===== config.mk =====
export PLATFORM = sky130hd
export DESIGN_NAME = uart_tx_arbiter_flat
export DESIGN_NICKNAME = d
export VERILOG_FILES = /design/src/rtl/uart_tx_arbiter_if.sv /design/src/rtl/uart_tx_arbiter.sv /design/src/flat_wrapper.sv
export SDC_FILE = /design/constraint.sdc
export NUM_CORES = 1
export LEC_CHECK = 0
export BUFFER_PORTS_ARGS = -buffer_cell sky130_fd_sc_hd__clkbuf_2
export CORE_MARGIN = 3
export CORE_UTILIZATION = 49
export CTS_BUF_LIST = sky130_fd_sc_hd__clkbuf_8
export DETAILED_ROUTE_END_ITERATION = 8
export PLACE_DENSITY = 0.82
export SETUP_SLACK_MARGIN = 0.2
export SKIP_CTS_REPAIR_TIMING = 1
export SYNTH_ARGS = -nofsm -noshare
export SYNTH_HDL_FRONTEND = slang
export SYNTH_SLANG_ARGS = --single-unit

===== constraint.sdc =====
create_clock -name clk -period 2.1 [get_ports clk]
set_input_delay 0.315 -clock clk [delete_from_list [all_inputs] [get_ports clk]]
set_output_delay 0.315 -clock clk [all_outputs]
set_load 0.005 [all_outputs]

===== src/rtl/uart_tx_arbiter_if.sv =====
// Byte-stream bundle between N requesters, the arbiter and one uart_tx.
// Latency: none; this is wiring only.
// Backpressure: req_ready per requester, tx_ready from the transmitter.
//
// Ports: req_valid/req_data/req_last/req_ready are the requester side.
//        tx_data/tx_valid/tx_ready are the uart_tx side.
// master is the environment side (requesters plus uart_tx).
// slave is the arbiter side.
interface uart_tx_arbiter_if #(
    parameter int N = 4,
    parameter int W = 8
);
    logic [N-1:0]   req_valid;
    logic [N*W-1:0] req_data;
    logic [N-1:0]   req_last;
    logic [N-1:0]   req_ready;
    logic [W-1:0]   tx_data;
    logic           tx_valid;
    logic           tx_ready;

    modport master (
        output req_valid, req_data, req_last, tx_ready,
        input  req_ready, tx_data, tx_valid
    );

    modport slave (
        input  req_valid, req_data, req_last, tx_ready,
        output req_ready, tx_data, tx_valid
    );
endinterface


===== src/rtl/uart_tx_arbiter.sv =====
// Round-robin share of one uart_tx among N byte streams; a grant is held for a whole message.
// Latency: grant and tx_valid one cycle after req_valid in IDLE; data/ready combinational while LOCKED.
// Backpressure: tx_ready feeds only the owner's req_ready; transmitter stalls never count toward timeout.
//
// Ports: clk, rst (async, active-low); bus (slave modport: req_* in, req_ready out,
//        tx_data/tx_valid out, tx_ready in); grant (one-hot owner, zero when idle);
//        busy (high while LOCKED); timeout_evt (one-cycle pulse on forced release).
module uart_tx_arbiter #(
    parameter int N       = 4,
    parameter int W       = 8,
    parameter int TIMEOUT = 1024
) (
    input  logic             clk,
    input  logic             rst,
    uart_tx_arbiter_if.slave bus,
    output logic [N-1:0]     grant,
    output logic             busy,
    output logic             timeout_evt
);
    localparam int PW   = (N > 1) ? $clog2(N) : 1;
    localparam int CW   = (TIMEOUT > 0) ? $clog2(TIMEOUT + 1) : 1;
    localparam int TLIM = (TIMEOUT > 0) ? TIMEOUT - 1 : 0;
    localparam logic [N-1:0] ONE = {{(N-1){1'b0}}, 1'b1};

    typedef enum logic {IDLE = 1'b0, LOCKED = 1'b1} state_t;

    state_t        state_q, state_nxt;
    logic [N-1:0]  grant_q, grant_nxt;
    logic [PW-1:0] ptr_q, ptr_nxt;
    logic [CW-1:0] cnt_q, cnt_nxt;

    logic          owner_vld;
    logic          owner_last;
    logic [W-1:0]  owner_dat;
    logic [PW-1:0] owner_idx;

    logic [N-1:0]  ptr_mask;
    logic [N-1:0]  req_hi;
    logic [N-1:0]  pick;

    logic          locked;
    logic          xfer;
    logic          last_xfer;
    logic          expire;
    logic          rel;

    // Owner's view of the request bundle, selected by the registered one-hot grant.
    always_comb begin
        owner_vld  = 1'b0;
        owner_last = 1'b0;
        owner_dat  = '0;
        owner_idx  = '0;
        for (int i = 0; i < N; i++) begin
            if (grant_q[i]) begin
                owner_vld  = bus.req_valid[i];
                owner_last = bus.req_last[i];
                owner_dat  = bus.req_data[i*W +: W];
                owner_idx  = PW'(i);
            end
        end
    end

    // Round-robin pick: lowest requester at or above ptr, else wrap to the lowest overall.
    // x & (~x + 1) isolates the lowest set bit.
    always_comb begin
        ptr_mask = ~((ONE << ptr_q) - ONE);
        req_hi   = bus.req_valid & ptr_mask;
        if (|req_hi) begin
            pick = req_hi & (~req_hi + ONE);
        end else begin
            pick = bus.req_valid & (~bus.req_valid + ONE);
        end
    end

    assign locked    = (state_q == LOCKED);
    assign xfer      = locked && owner_vld && bus.tx_ready;
    assign last_xfer = xfer && owner_last;
    // Expiry needs the owner silent, so it cannot coincide with a real transfer;
    // last_xfer still takes priority in rel and timeout_evt for clarity.
    assign expire    = (TIMEOUT > 0) && locked && !owner_vld && (cnt_q == CW'(TLIM));
    assign rel       = last_xfer || expire;

    // State register
    always_ff @(posedge clk or negedge rst) begin
        if (!rst) begin
            state_q <= IDLE;
        end else begin
            state_q <= state_nxt;
        end
    end

    // Grant, pointer and silence counter registers
    always_ff @(posedge clk or negedge rst) begin
        if (!rst) begin
            grant_q <= '0;
            ptr_q   <= '0;
            cnt_q   <= '0;
        end else begin
            grant_q <= grant_nxt;
            ptr_q   <= ptr_nxt;
            cnt_q   <= cnt_nxt;
        end
    end

    // Next-state logic
    always_comb begin
        state_nxt = state_q;
        grant_nxt = grant_q;
        ptr_nxt   = ptr_q;
        cnt_nxt   = cnt_q;
        case (state_q)
            IDLE: begin
                if (|bus.req_valid) begin
                    state_nxt = LOCKED;
                    grant_nxt = pick;
                    cnt_nxt   = '0;
                end
            end
            LOCKED: begin
                if (rel) begin
                    state_nxt = IDLE;
                    grant_nxt = '0;
                    cnt_nxt   = '0;
                    ptr_nxt   = (owner_idx == PW'(N - 1)) ? '0 : owner_idx + PW'(1);
                end else if (owner_vld) begin
                    cnt_nxt = '0;
                end else if (TIMEOUT > 0) begin
                    // Saturates at TLIM through the expiry release, so no wrap.
                    cnt_nxt = cnt_q + CW'(1);
                end
            end
        endcase
    end

    // Outputs: everything is gated by LOCKED so reset clears them without a clock.
    always_comb begin
        grant         = '0;
        busy          = 1'b0;
        bus.tx_valid  = 1'b0;
        bus.tx_data   = '0;
        bus.req_ready = '0;
        timeout_evt   = 1'b0;
        if (locked) begin
            grant         = grant_q;
            busy          = 1'b1;
            bus.tx_valid  = owner_vld;
            bus.tx_data   = owner_dat;
            bus.req_ready = grant_q & {N{bus.tx_ready}};
            timeout_evt   = expire && !last_xfer;
        end
    end
endmodule

===== src/flat_wrapper.sv =====
// flat-port wrapper written by rule: the top's interface ports become plain ports
module uart_tx_arbiter_flat 
#(
    parameter int N       = 4,
    parameter int W       = 8,
    parameter int TIMEOUT = 1024
)
  (clk, rst, grant, busy, timeout_evt, bus_req_valid, bus_req_data, bus_req_last, bus_tx_ready, bus_req_ready, bus_tx_data, bus_tx_valid);
  uart_tx_arbiter_if #(.N(N), .W(W)) bus_i ();
  input  logic clk;
  input  logic rst;
  output logic [N-1:0] grant;
  output logic busy;
  output logic timeout_evt;
  input wire logic [$bits(bus_i.req_valid)-1:0] bus_req_valid;
  input wire logic [$bits(bus_i.req_data)-1:0] bus_req_data;
  input wire logic [$bits(bus_i.req_last)-1:0] bus_req_last;
  input wire logic [$bits(bus_i.tx_ready)-1:0] bus_tx_ready;
  output wire logic [$bits(bus_i.req_ready)-1:0] bus_req_ready;
  output wire logic [$bits(bus_i.tx_data)-1:0] bus_tx_data;
  output wire logic [$bits(bus_i.tx_valid)-1:0] bus_tx_valid;
  assign bus_i.req_valid = bus_req_valid;
  assign bus_i.req_data = bus_req_data;
  assign bus_i.req_last = bus_req_last;
  assign bus_i.tx_ready = bus_tx_ready;
  assign bus_req_ready = bus_i.req_ready;
  assign bus_tx_data = bus_i.tx_data;
  assign bus_tx_valid = bus_i.tx_valid;
  uart_tx_arbiter #(.N(N), .W(W), .TIMEOUT(TIMEOUT)) u_core (.clk(clk), .rst(rst), .bus(bus_i), .grant(grant), .busy(busy), .timeout_evt(timeout_evt));
endmodule

* Word level (Yosys, flattened, before mapping)
Cells that the tools add are included.
** Word-level totals
- Bits in registers :: 18
- Bits of input ports :: 43
- Output and inout port bits :: 19
- Word-level logic and storage cells :: 68
** Operators by class
- $add $sub $neg :: 5
- Eq/ne operators :: 4
- Shift operators :: 1
- Muxes and demuxes :: 33
- Bitwise logic cells :: 8
- Reduce and logical (&&, ||, !) cells :: 13
** Operator list (number)
- $mux 8 :: 5
- $mux 11 :: 3
- $pmux 11 s2 :: 1
- $mux 4 :: 5
- $and 4x4->4 :: 4
- $mux 1 :: 14
- $not 4->4 :: 3
- $add 11x1->11 const B :: 1
- $eq 11x10->1 const B :: 1
- $add 4x1->4 const B :: 2
- $pmux 4 s2 :: 1
- $reduce_or 4->1 :: 2
- $logic_and 1x1->1 :: 6
- $mux 2 :: 3
- $reduce_and 2->1 :: 2
- $shl 1x2->4 const A :: 1
- $sub 4x1->4 const B :: 1
- $add 2x1->2 const B :: 1
- $eq 2x2->1 const B :: 1
- $logic_not 1->1 :: 2
- $ne 2x1->1 const B :: 1
- $ne 2x2->1 const B :: 1
- $pmux 1 s2 :: 1
- $logic_or 1x1->1 :: 1
- $not 1->1 :: 1

* Longest topological paths before layout
Gate-level depths: netlist of run 1.
- Depth in word-level cells :: 10
- Gate-level depth with buffers :: 7
- Mapped depth without buffers :: 6

* Least setup slack after synthesis of run 1
No wires, ideal clock.
- Path kind :: flip-flop to flip-flop
- From :: reg u_core.grant_q[1]
- To :: reg u_core.ptr_q[0]
- Library setup time :: 0.125 ns
- Data arrival time :: 1.757 ns
- Required time :: 1.975 ns
- Slack :: 0.218 ns
- Cell stages (with the launch flop) :: 7
- Buffers on the path :: 1
- Clock period less this slack :: 1.882 ns
- Path through :: dfrtp_1 -> buf_2 -> nor3b_1 -> o41ai_4 -> nor3_2 -> a41o_2 -> mux2_4
** On the way
- Word-level cells in the longest chain between the ends :: 8
- Elaborated cells between the ends (all ways) :: 20
- Classes of those cells :: add/sub (1); eq/ne (1); mux (10); reduce/logical (8)
** Ends and longest elaborated chain
- start, declared :: RTL line uart_tx_arbiter.sv:28 : logic [N-1:0] grant_q, grant_nxt;
- start signal, assigned :: RTL line uart_tx_arbiter.sv:99 : grant_q <= grant_nxt;
- branches (longest 8 deep; another with $add 2x1->2)
- end signal, assigned :: RTL line uart_tx_arbiter.sv:100 : ptr_q <= ptr_nxt;
- end, declared :: RTL line uart_tx_arbiter.sv:29 : logic [PW-1:0] ptr_q, ptr_nxt;
Several ways; the timed one is not identified.
A chain may end at the register's enable or synchronous reset.

* Worst setup path in the final report of run 1
- From :: reg u_core.grant_q[2]
- To :: out bus_tx_valid
** On the way
- Word-level cells in the longest chain between the ends :: 3
** Ends and longest elaborated chain
- $mux 1 (2 in a row) :: RTL line uart_tx_arbiter.sv:54 : if (grant_q[i]) begin
- $mux 1 :: RTL line uart_tx_arbiter.sv:143 : if (locked) begin
- end, declared :: RTL line flat_wrapper.sv:21 : output wire logic [$bits(bus_i.tx_valid)-1:0] bus_tx_valid;
Every way passes these cells.

==> results of run 1 <==
-- area by class of cell --
cell class / instances / area, um^2 / area share
sequential: 18 / 454 / 0.242
tap: 30 / 37.5 / 0.0200
timing repair buffer: 71 / 388 / 0.206
multi-input combinational: 143 / 926 / 0.493
inverter: 5 / 18.8 / 0.00999
clock buffer: 4 / 55.1 / 0.0293
-- Yosys cell counts (all sizes together) (4+ instances only) --
cell	instances	area, um^2
dfrtp	18	450
a221oi	7	61.3
inv	4	15.0
nor3	9	55.1
nand3	10	50.1
and3	6	37.5
clkbuf	9	33.8
a22o	4	35.0
nand2	14	52.6
and2	6	37.5
a21oi	17	85.1
o21ai	5	25.0
nor2	24	90.1
-- worst reg2reg max path, stage by stage (launching register included) --
cell     delay, ns
dfrtp_2       0.44
nor2b_4       0.14
o41ai_4       0.51
nor3_2        0.08
a41o_2        0.29
mux2_4        0.30
-- per-layer routing --
| layer | up-vias | wire, um | global-route usage |
|---|---|---|---|
| met5 | - | 0 | 0 |
| met4 | 0 | 17 | 0.0506 |
| met3 | 2 | 151 | 0.0479 |
| met2 | 36 | 2080 | 0.374 |
| met1 | 719 | 1660 | 0.296 |
| li1 | 786 | - | - |
-- flip-flops by register name, indices dropped and copies added, names as in the netlist --
name            count
u_core.ptr_q        2
u_core.locked       1
u_core.cnt_q       11
u_core.grant_q      4
-- power by group --
group          leakage [uW]  internal, uW  switching [uW]
sequential         0.000231           436             120
clock             0.0000288           166             115
combinational      0.000664           634             661
total              0.000924          1240             896
-- cells by family (layout without fill, tap and decap cells) --
family          count (synthesis)  after routing
compound gates                 50             50
xor+xnor                        1              1
fa+ha+maj                       1              1
buf+inv                        17             80
flops                          18             18
mux                             5              5
simple gates                   86             86
-- worst paths after layout --
kind,startpoint,to,depth (start not counted)
setup reg to reg,u_core.grant_q[2],u_core.ptr_q[0],5
setup / recovery,u_core.grant_q[2],bus_tx_valid,4
hold / removal,rst,u_core.grant_q[3],1
hold reg to reg,u_core.cnt_q[5],u_core.cnt_q[5],1
min in group clk,bus_req_valid[3],u_core.grant_q[3],3
max in group asynchronous,rst,u_core.grant_q[1],1
-- metrics by stage --
stage / worst slack, ns / hold WS (ns) / instance area [um^2] / std cells / total power (uW)
after global routing: 0.0195 / 0.00625 / 1880 / 271 / 2330
after floorplan: 0.218 / 0.0194 / 1400 / 178 / 1350
final: 0.129 / -0.00756 / 1880 / 271 / 2130
after CTS: 0.0216 / 0.00579 / 1790 / 266 / 2040
after detailed placement: 0.142 / 0.279 / 1740 / 262 / 1740
after global placement: 0.182 / 0.276 / 1740 / 262 / 1720
==> impl_metrics.tcl, run 1 <==
set metrics [dict create \
    outcome "finished, violations left" \
    failed_checks "negative hold slack" \
    cp_max_fo 7 \
    syn_inst 178 \
    firstDrtPassIters 4 \
    grt_pass1_wl_mm 6.13 \
    hpwlAfterDp_mm 2.92 \
    worstMarginPinSlew_ns 0.518 \
    synth.avg_cell_area_um2 7.89 \
    layout-drive-gt1-share 0.378 \
    vdd_ir_drop_max_mv 0.986 \
    synth_top_family_by_area "simple AND/OR/NAND/NOR gates" \
    synthFlopType "dfrtp_1" \
    htree_levels 1 \
    syn-num-nets 222 \
    final_nets 286 \
    slew_viol_final 0 \
    final_common_cell "clkbuf_2" \
    syn_area_um2 1400 \
    yosys_register_bits 18 \
    muxShareOfSynthArea 0.0401 \
    cts_buffers 3 \
    timing.hold.ws_ns -0.00756 \
    drt.antenna.violating_nets 0 \
    synthSimpleGateAreaFrac 0.314 \
    area_delta_synth_final_pct 33.9 \
    clkTransAtPathRegs_ns 0.07 \
    cts_tree "done" \
    cp.required_ns 1.78 \
    clock_sinks 18 \
    port_buffers 61 \
    min_period_over_period 0.939 \
    synth_xor_area_frac 0.00624 \
    rsz0062_at_grt "yes" \
    finalWeightedCongestion 0.771 \
    setup_tns_ns 0 \
    end_kind "output pin" \
    critPathBufInv 1 \
    routedWlPerCell_um 14.4 \
    async_reset_ff_frac 1.00 \
    yosysWarnings 0 \
    path_delay_family "compound AO/OA/AOI/OAI gates" \
    drc 0 \
    yosys.area_share.adder 0.00891 \
    synth_edf_count 0 \
    synth_cell_types 47 \
    vias 1543 \
    power.density_nw_per_um2 1130 \
    slowest_stage "o41ai_4" \
    worst_clock_skew_ns 0.00171 \
    dieArea_um2 3540 \
    synth_compound_area_frac 0.263 \
    layout_common_cells "clkbuf_2 (60), nor2_1 (24), a21oi_1 (17), dfrtp_1 (15), nand2_1 (14)" \
    crit_chain "nor2b_4 > o41ai_4 > and2_1 > clkbuf_2" \
    first_global_vias 1327 \
    hold_class "input pin to asynchronous set/reset pin" \
    rrSetupSlack_ns 0.23 \
    clock_latency_ns 0.25 \
    final_util 0.726 \
    setup_viol 0 \
    grt_usage 0.224 \
    start_util 0.542 \
    cts_buffer_depth 2 \
    hold_viol 18 \
    fillCellCount 217 \
    insertedDiodeCount 0 \
    p_leak_uw 0.000924 \
    drv_cap 0 \
    antenna_found_initial 0 \
    postRouteWirelength_mm 3.91 \
    cp-start-kind "register" \
    top_level_ports 62 \
    critPathMaxStageDelay_ns 0.51 \
    die_w_um 59.5 \
    drtIter0Drc 148 \
    seq_area_frac_synth 0.321 \
    critical_path_class "register to output pin" \
    core_area_um2 2590 \
    grt_max_degree 26 \
    globalRouteOverflowTotal 0 \
    arrival_ns 1.66 \
    fmax_mhz 507 \
    relSlewSlack 0.653 \
    viasPerCell 5.69 \
    cts-root-buf "clkbuf_8" \
    min_period_ns 1.97 \
    die_y_um 59.5 \
    core.rowCount 18 \
]
Power figures use the tool's default switching activity.
==> inputs of run 2 (changes only) <==
--- a/config.mk
+++ b/config.mk
@@ -6,11 +6,11 @@
 export NUM_CORES = 1
 export LEC_CHECK = 0
 export BUFFER_PORTS_ARGS = -buffer_cell sky130_fd_sc_hd__clkbuf_2
+export CORE_ASPECT_RATIO = 0.7
 export CORE_MARGIN = 3
-export CORE_UTILIZATION = 49
+export CORE_UTILIZATION = 34
 export CTS_BUF_LIST = sky130_fd_sc_hd__clkbuf_8
 export DETAILED_ROUTE_END_ITERATION = 8
-export PLACE_DENSITY = 0.82
 export SETUP_SLACK_MARGIN = 0.2
 export SKIP_CTS_REPAIR_TIMING = 1
 export SYNTH_ARGS = -nofsm -noshare
==> constraint.sdc (replaced) <==
create_clock -name clk -period 2 [get_ports clk]
set_input_delay 0.3 -clock clk [delete_from_list [all_inputs] [get_ports clk]]
set_output_delay 0.3 -clock clk [all_outputs]
set_load 0.005 [all_outputs]
==> impl_metrics.tcl, run 2 (synthesis results as in run 1) <==
set metrics [dict create \
    crit_chain "buf_6 > nor2b_4 > buf_6 > a221oi_2 > nor3_1 > a21oi_1 > nor2_1 > buf_2" \
    worstMarginPinSlew_ns 0.492 \
    grt_busiest_layer "met1" \
    start_util 0.376 \
    die_w_um 82.8 \
    clock_sinks 18 \
    rrSetupSlack_ns 0.12 \
    layout-drive-gt1-share 0.463 \
    final_util 0.572 \
    cp_max_fo 7 \
    postRouteWirelength_mm 4.43 \
    routedWlPerCell_um 14.3 \
    rsz0062_at_grt "yes" \
    critPathBufInv 3 \
    drtIter0Drc 107 \
    grtUsageMet3 0.0441 \
    arrival_ns 1.61 \
    grt_max_degree 20 \
    globalRouteOverflowTotal 0 \
    fmax_mhz 524 \
    r2r_start "u_core.grant_q[2]" \
    top_level_ports 62 \
    combPwrFrac 0.663 \
    critical_path_class "register to output pin" \
    setup_viol 0 \
    grt_util_met1 0.283 \
    grt_pass1_wl_mm 6.80 \
    slew_viol_final 0 \
    vias 1631 \
    firstDrtPassIters 4 \
    r2r-end "u_core.cnt_q[3]" \
    place_area_um2 1800 \
    failed_checks "negative hold slack" \
    htree_levels 1 \
    core.rowCount 18 \
    met2_usage 0.199 \
    clkTransAtPathRegs_ns 0.07 \
    first_global_vias 1356 \
    seqPwrFrac 0.226 \
    drc 0 \
    critPathLaunch "u_core.grant_q[1]" \
    cts_buffers 3 \
    final_common_cell "clkbuf_2" \
    top_register "u_core.cnt_q" \
    slowest_stage "dfrtp_1" \
    p_leak_uw 0.00103 \
    worst_clock_skew_ns 0.00352 \
    antenna_found_initial 0 \
    largest_reg_flops 11 \
    critPathMaxStageDelay_ns 0.41 \
    p_sw_frac 0.406 \
    rr_worst_depth 7 \
    clock_latency_ns 0.25 \
    cp-start-kind "register" \
    dieArea_um2 4950 \
    core_area_um2 3740 \
    grt_usage 0.168 \
    outcome "finished, violations left" \
    die_y_um 59.8 \
    drv_cap 0 \
    worst_path_most_repeated_cell "buf_6" \
    finalWeightedCongestion 0.809 \
    relSlewSlack 0.672 \
    hold_viol 18 \
    hpwlAfterDp_mm 3.32 \
    min_period_over_period 0.954 \
    cts-root-buf "clkbuf_8" \
    insertedDiodeCount 0 \
    end_kind "output pin" \
    p_int_uw 1560 \
    power.density_nw_per_um2 1230 \
    layout_common_cells "clkbuf_2 (58), nor2_1 (22), buf_4 (19), dfrtp_1 (17), a21oi_1 (16)" \
    power.net_switching_uw 1060 \
    area_delta_synth_final_pct 52.2 \
    cp.required_ns 1.70 \
    viasPerCell 5.28 \
    design_area_um2 2140 \
    drt.antenna.violating_nets 0 \
    port_buffers 61 \
    final_nets 304 \
    setup_tns_ns 0 \
    vdd_ir_drop_max_mv 0.458 \
    fillCellCount 347 \
    timing.hold.ws_ns -0.0146 \
    cts_tree "done" \
    p_total_uw 2630 \
    endpoint "bus_tx_data[5]" \
    min_period_ns 1.91 \
    hold_class "input pin to asynchronous set/reset pin" \
    path_delay_family "buffers and inverters" \
    worstSetupPathDepth 8 \
    largest_registers "u_core.cnt_q: 11 flops, u_core.grant_q: 4 flops, u_core.ptr_q: 2 flops" \
    cts_buffer_depth 2 \
    clkPwrFrac 0.111 \
]
[run 2: power groups by stage]
stage,combinational (uW),clock (uW),sequential (uW)
4_1_cts,1330,297,578
3_3_place_gp,1330,0,582
2_1_floorplan,914,0,526
5_1_grt,1900,322,613
6_report,1740,292,593
3_5_place_dp,1320,0,584
[run 2: area by class of cell]
cell class | instances | area [um^2] | area share
tap | 50 | 62.6 | 0.0293
inverter | 5 | 22.5 | 0.0105
timing repair buffer | 89 | 549 | 0.257
multi-input combinational | 143 | 996 | 0.466
clock buffer | 4 | 55.1 | 0.0258
sequential | 18 | 452 | 0.211
[run 2: how the worst min path moves through the flow]
stage / endpoint / start
floorplan: u_core.cnt_q[0] / rst
global placement: u_core.cnt_q[4] / rst
detailed placement: u_core.cnt_q[4] / rst
CTS: u_core.cnt_q[4] / rst
global route: u_core.grant_q[1] / rst
finish: u_core.cnt_q[7] / rst
[run 2: layer usage]
metal	share of wire	vias to the layer above
met5	0	-
met4	0.0045	0
met3	0.035	2
met2	0.41	27
met1	0.55	778
li1	-	824
[run 2: metrics by stage]
| step | worst slack, ns | cells |
|---|---|---|
| finish | 0.0913 | 309 |
| global route | 0.00503 | 309 |
| CTS | -0.0444 | 290 |
| detailed placement | 0.0935 | 286 |
| global placement | 0.178 | 286 |
| floorplan | 0.192 | 178 |
[run 2: worst register-to-register path, stage by stage, from the launching register on]
cell and delay [ns]:
dfrtp_1 0.42, nor2b_4 0.15, o41ai_4 0.46, buf_4 0.20, nor3_2 0.04, buf_4 0.17, a21o_1 0.16, a22o_1 0.17
==> inputs of run 3 (changes only) <==
--- a/config.mk
+++ b/config.mk
@@ -5,12 +5,13 @@
 export SDC_FILE = /design/constraint.sdc
 export NUM_CORES = 1
 export LEC_CHECK = 0
+export ABC_CLOCK_PERIOD_IN_PS = 2000
 export BUFFER_PORTS_ARGS = -buffer_cell sky130_fd_sc_hd__clkbuf_2
-export CORE_ASPECT_RATIO = 0.7
 export CORE_MARGIN = 3
 export CORE_UTILIZATION = 34
 export CTS_BUF_LIST = sky130_fd_sc_hd__clkbuf_8
 export DETAILED_ROUTE_END_ITERATION = 8
+export RECOVER_POWER = 25
 export SETUP_SLACK_MARGIN = 0.2
 export SKIP_CTS_REPAIR_TIMING = 1
 export SYNTH_ARGS = -nofsm -noshare
==> impl_metrics.tcl, run 3 (synthesis results as in run 1) <==
set metrics [dict create \
    cts_buffer_depth 2 \
    rr_worst_depth 7 \
    slew_viol_final 0 \
    clkTransAtPathRegs_ns 0.07 \
    antenna_found_initial 0 \
    clock_latency_ns 0.25 \
    vias 1580 \
    grt_usage 0.161 \
    hold_class "input pin to asynchronous set/reset pin" \
    outcome "complete, no violations" \
    min_period_ns 1.99 \
    cp.required_ns 2.14 \
    p_leak_uw 0.00101 \
    hold_viol 0 \
    clkPwrFrac 0.118 \
    final_cell_count_no_fill 300 \
    critical_path_class "register to register" \
    top_level_ports 62 \
    hpwlAfterDp_mm 3.12 \
    routedWlPerCell_um 14.3 \
    layout_common_cells "clkbuf_2 (57), nor2_1 (23), a21oi_1 (17), dfrtp_1 (16), buf_4 (15)" \
    grt_pass1_wl_mm 6.70 \
    core.rowCount 22 \
    port_buffers 61 \
    drt.antenna.violating_nets 0 \
    htree_levels 1 \
    cp_max_fo 5 \
    worst_clock_skew_ns 0.00398 \
    cts_buffers 3 \
    globalRouteOverflowTotal 0 \
    fillCellCount 372 \
    rrSetupSlack_ns 0.01 \
    r2r-end "u_core.ptr_q[0]" \
    finalWeightedCongestion 0.850 \
    dieArea_um2 4940 \
    firstDrtPassIters 4 \
    final_common_cell "clkbuf_2" \
    clock_sinks 18 \
    layout_setup_ws_ns 0.0120 \
    top_register "u_core.cnt_q" \
    relSlewSlack 0.363 \
    grt_max_degree 26 \
    core_area_um2 3830 \
    p_total_uw 2520 \
    cts_tree "done" \
    fmax_mhz 503 \
    die_y_um 70.3 \
    area_delta_synth_final_pct 48.7 \
    largest_registers "u_core.cnt_q: 11 flops, u_core.grant_q: 4 flops, u_core.ptr_q: 2 flops" \
    min_period_over_period 0.994 \
    end_kind "register" \
    arrival_ns 2.13 \
    combPwrFrac 0.652 \
    rsz0062_at_grt "yes" \
    worstMarginPinSlew_ns 0.955 \
    postRouteWirelength_mm 4.28 \
    dp.cells 286 \
    drv_cap 0 \
    power.density_nw_per_um2 1210 \
    p_int_uw 1480 \
    viasPerCell 5.27 \
    die_w_um 70.3 \
    largest_reg_flops 11 \
    setup_viol 0 \
    p_sw_frac 0.413 \
    power.net_switching_uw 1040 \
    drtIter0Drc 130 \
    cp-start-kind "register" \
    r2r_start "u_core.grant_q[1]" \
    start_util 0.367 \
    place_ws_ns 0.121 \
    seqPwrFrac 0.230 \
    insertedDiodeCount 0 \
    first_global_vias 1416 \
    drc 0 \
    layout-drive-gt1-share 0.444 \
    cts-root-buf "clkbuf_8" \
    setup_tns_ns 0 \
    vdd_ir_drop_max_mv 0.434 \
    final_nets 297 \
]
run 3: cell types whose count changed in the layout (fill, tap and decap cells not counted), moves of 2 or more:
cell,previous run,this run
a221oi_2,7,3
buf_4,19,15
buf_6,9,5
a221oi_1,0,2
a221oi_4,0,2
o21ai_2,0,2
run 3: power by group through the flow:
stage	registers [uW]	clock network, uW	logic (uW)
after global placement	577	0	1320
after global routing	598	321	1820
after floorplan	526	0	914
final	580	297	1640
after CTS	574	302	1330
after detailed placement	581	0	1320
run 3: how the worst max path moves through the flow:
stage	start	slack [ns]	end	depth (start not counted)
after floorplan	u_core.grant_q[2]	0.19	u_core.ptr_q[0]	6
after global placement	u_core.grant_q[1]	0.15	u_core.ptr_q[0]	7
after detailed placement	u_core.grant_q[0]	0.12	u_core.ptr_q[0]	5
after CTS	u_core.grant_q[1]	-0.001	bus_tx_data[2]	8
after global routing	u_core.grant_q[1]	-0.04	bus_tx_valid	6
final	u_core.grant_q[1]	0.01	u_core.ptr_q[0]	7
run 3: stage by stage:
stage               utilization  hold WS (ns)  cell area [um^2]
floorplan                     -       0.00441              1420
detailed placement        0.474         0.272              1810
global route              0.545         0.264              2090
finish                    0.545         0.169              2090
CTS                       0.488      -0.00361              1870
global placement          0.474         0.276              1810
run 3: layer usage:
| layer | share of wire | vias up | wire [um] | global-route usage |
|---|---|---|---|---|
| li1 | - | 814 | - | - |
| met1 | 0.47 | 725 | 2010 | 0.234 |
| met2 | 0.48 | 37 | 2050 | 0.248 |
| met3 | 0.040 | 4 | 173 | 0.0317 |
| met4 | 0.0098 | 0 | 42 | 0.0298 |
| met5 | 0 | - | 0 | 0 |
run 3: worst max-delay path, cell delays in order (launching register included):
cell and delay (ns):
dfrtp_1 0.41, buf_4 0.15, nor3b_2 0.16, o41ai_4 0.32
buf_4 0.21, nor3_4 0.04, a41o_2 0.29, mux2_4 0.31
run 3: area by class of cell:
| type | count | area, um^2 | share of cell area |
|---|---|---|---|
| clock buffers | 4 | 55.1 | 0.0264 |
| inverters | 5 | 18.8 | 0.00899 |
| multi-input cells | 143 | 1010 | 0.485 |
| flip-flops and latches | 18 | 453 | 0.217 |
| well taps | 48 | 60.1 | 0.0288 |
| repair buffers | 82 | 488 | 0.234 |
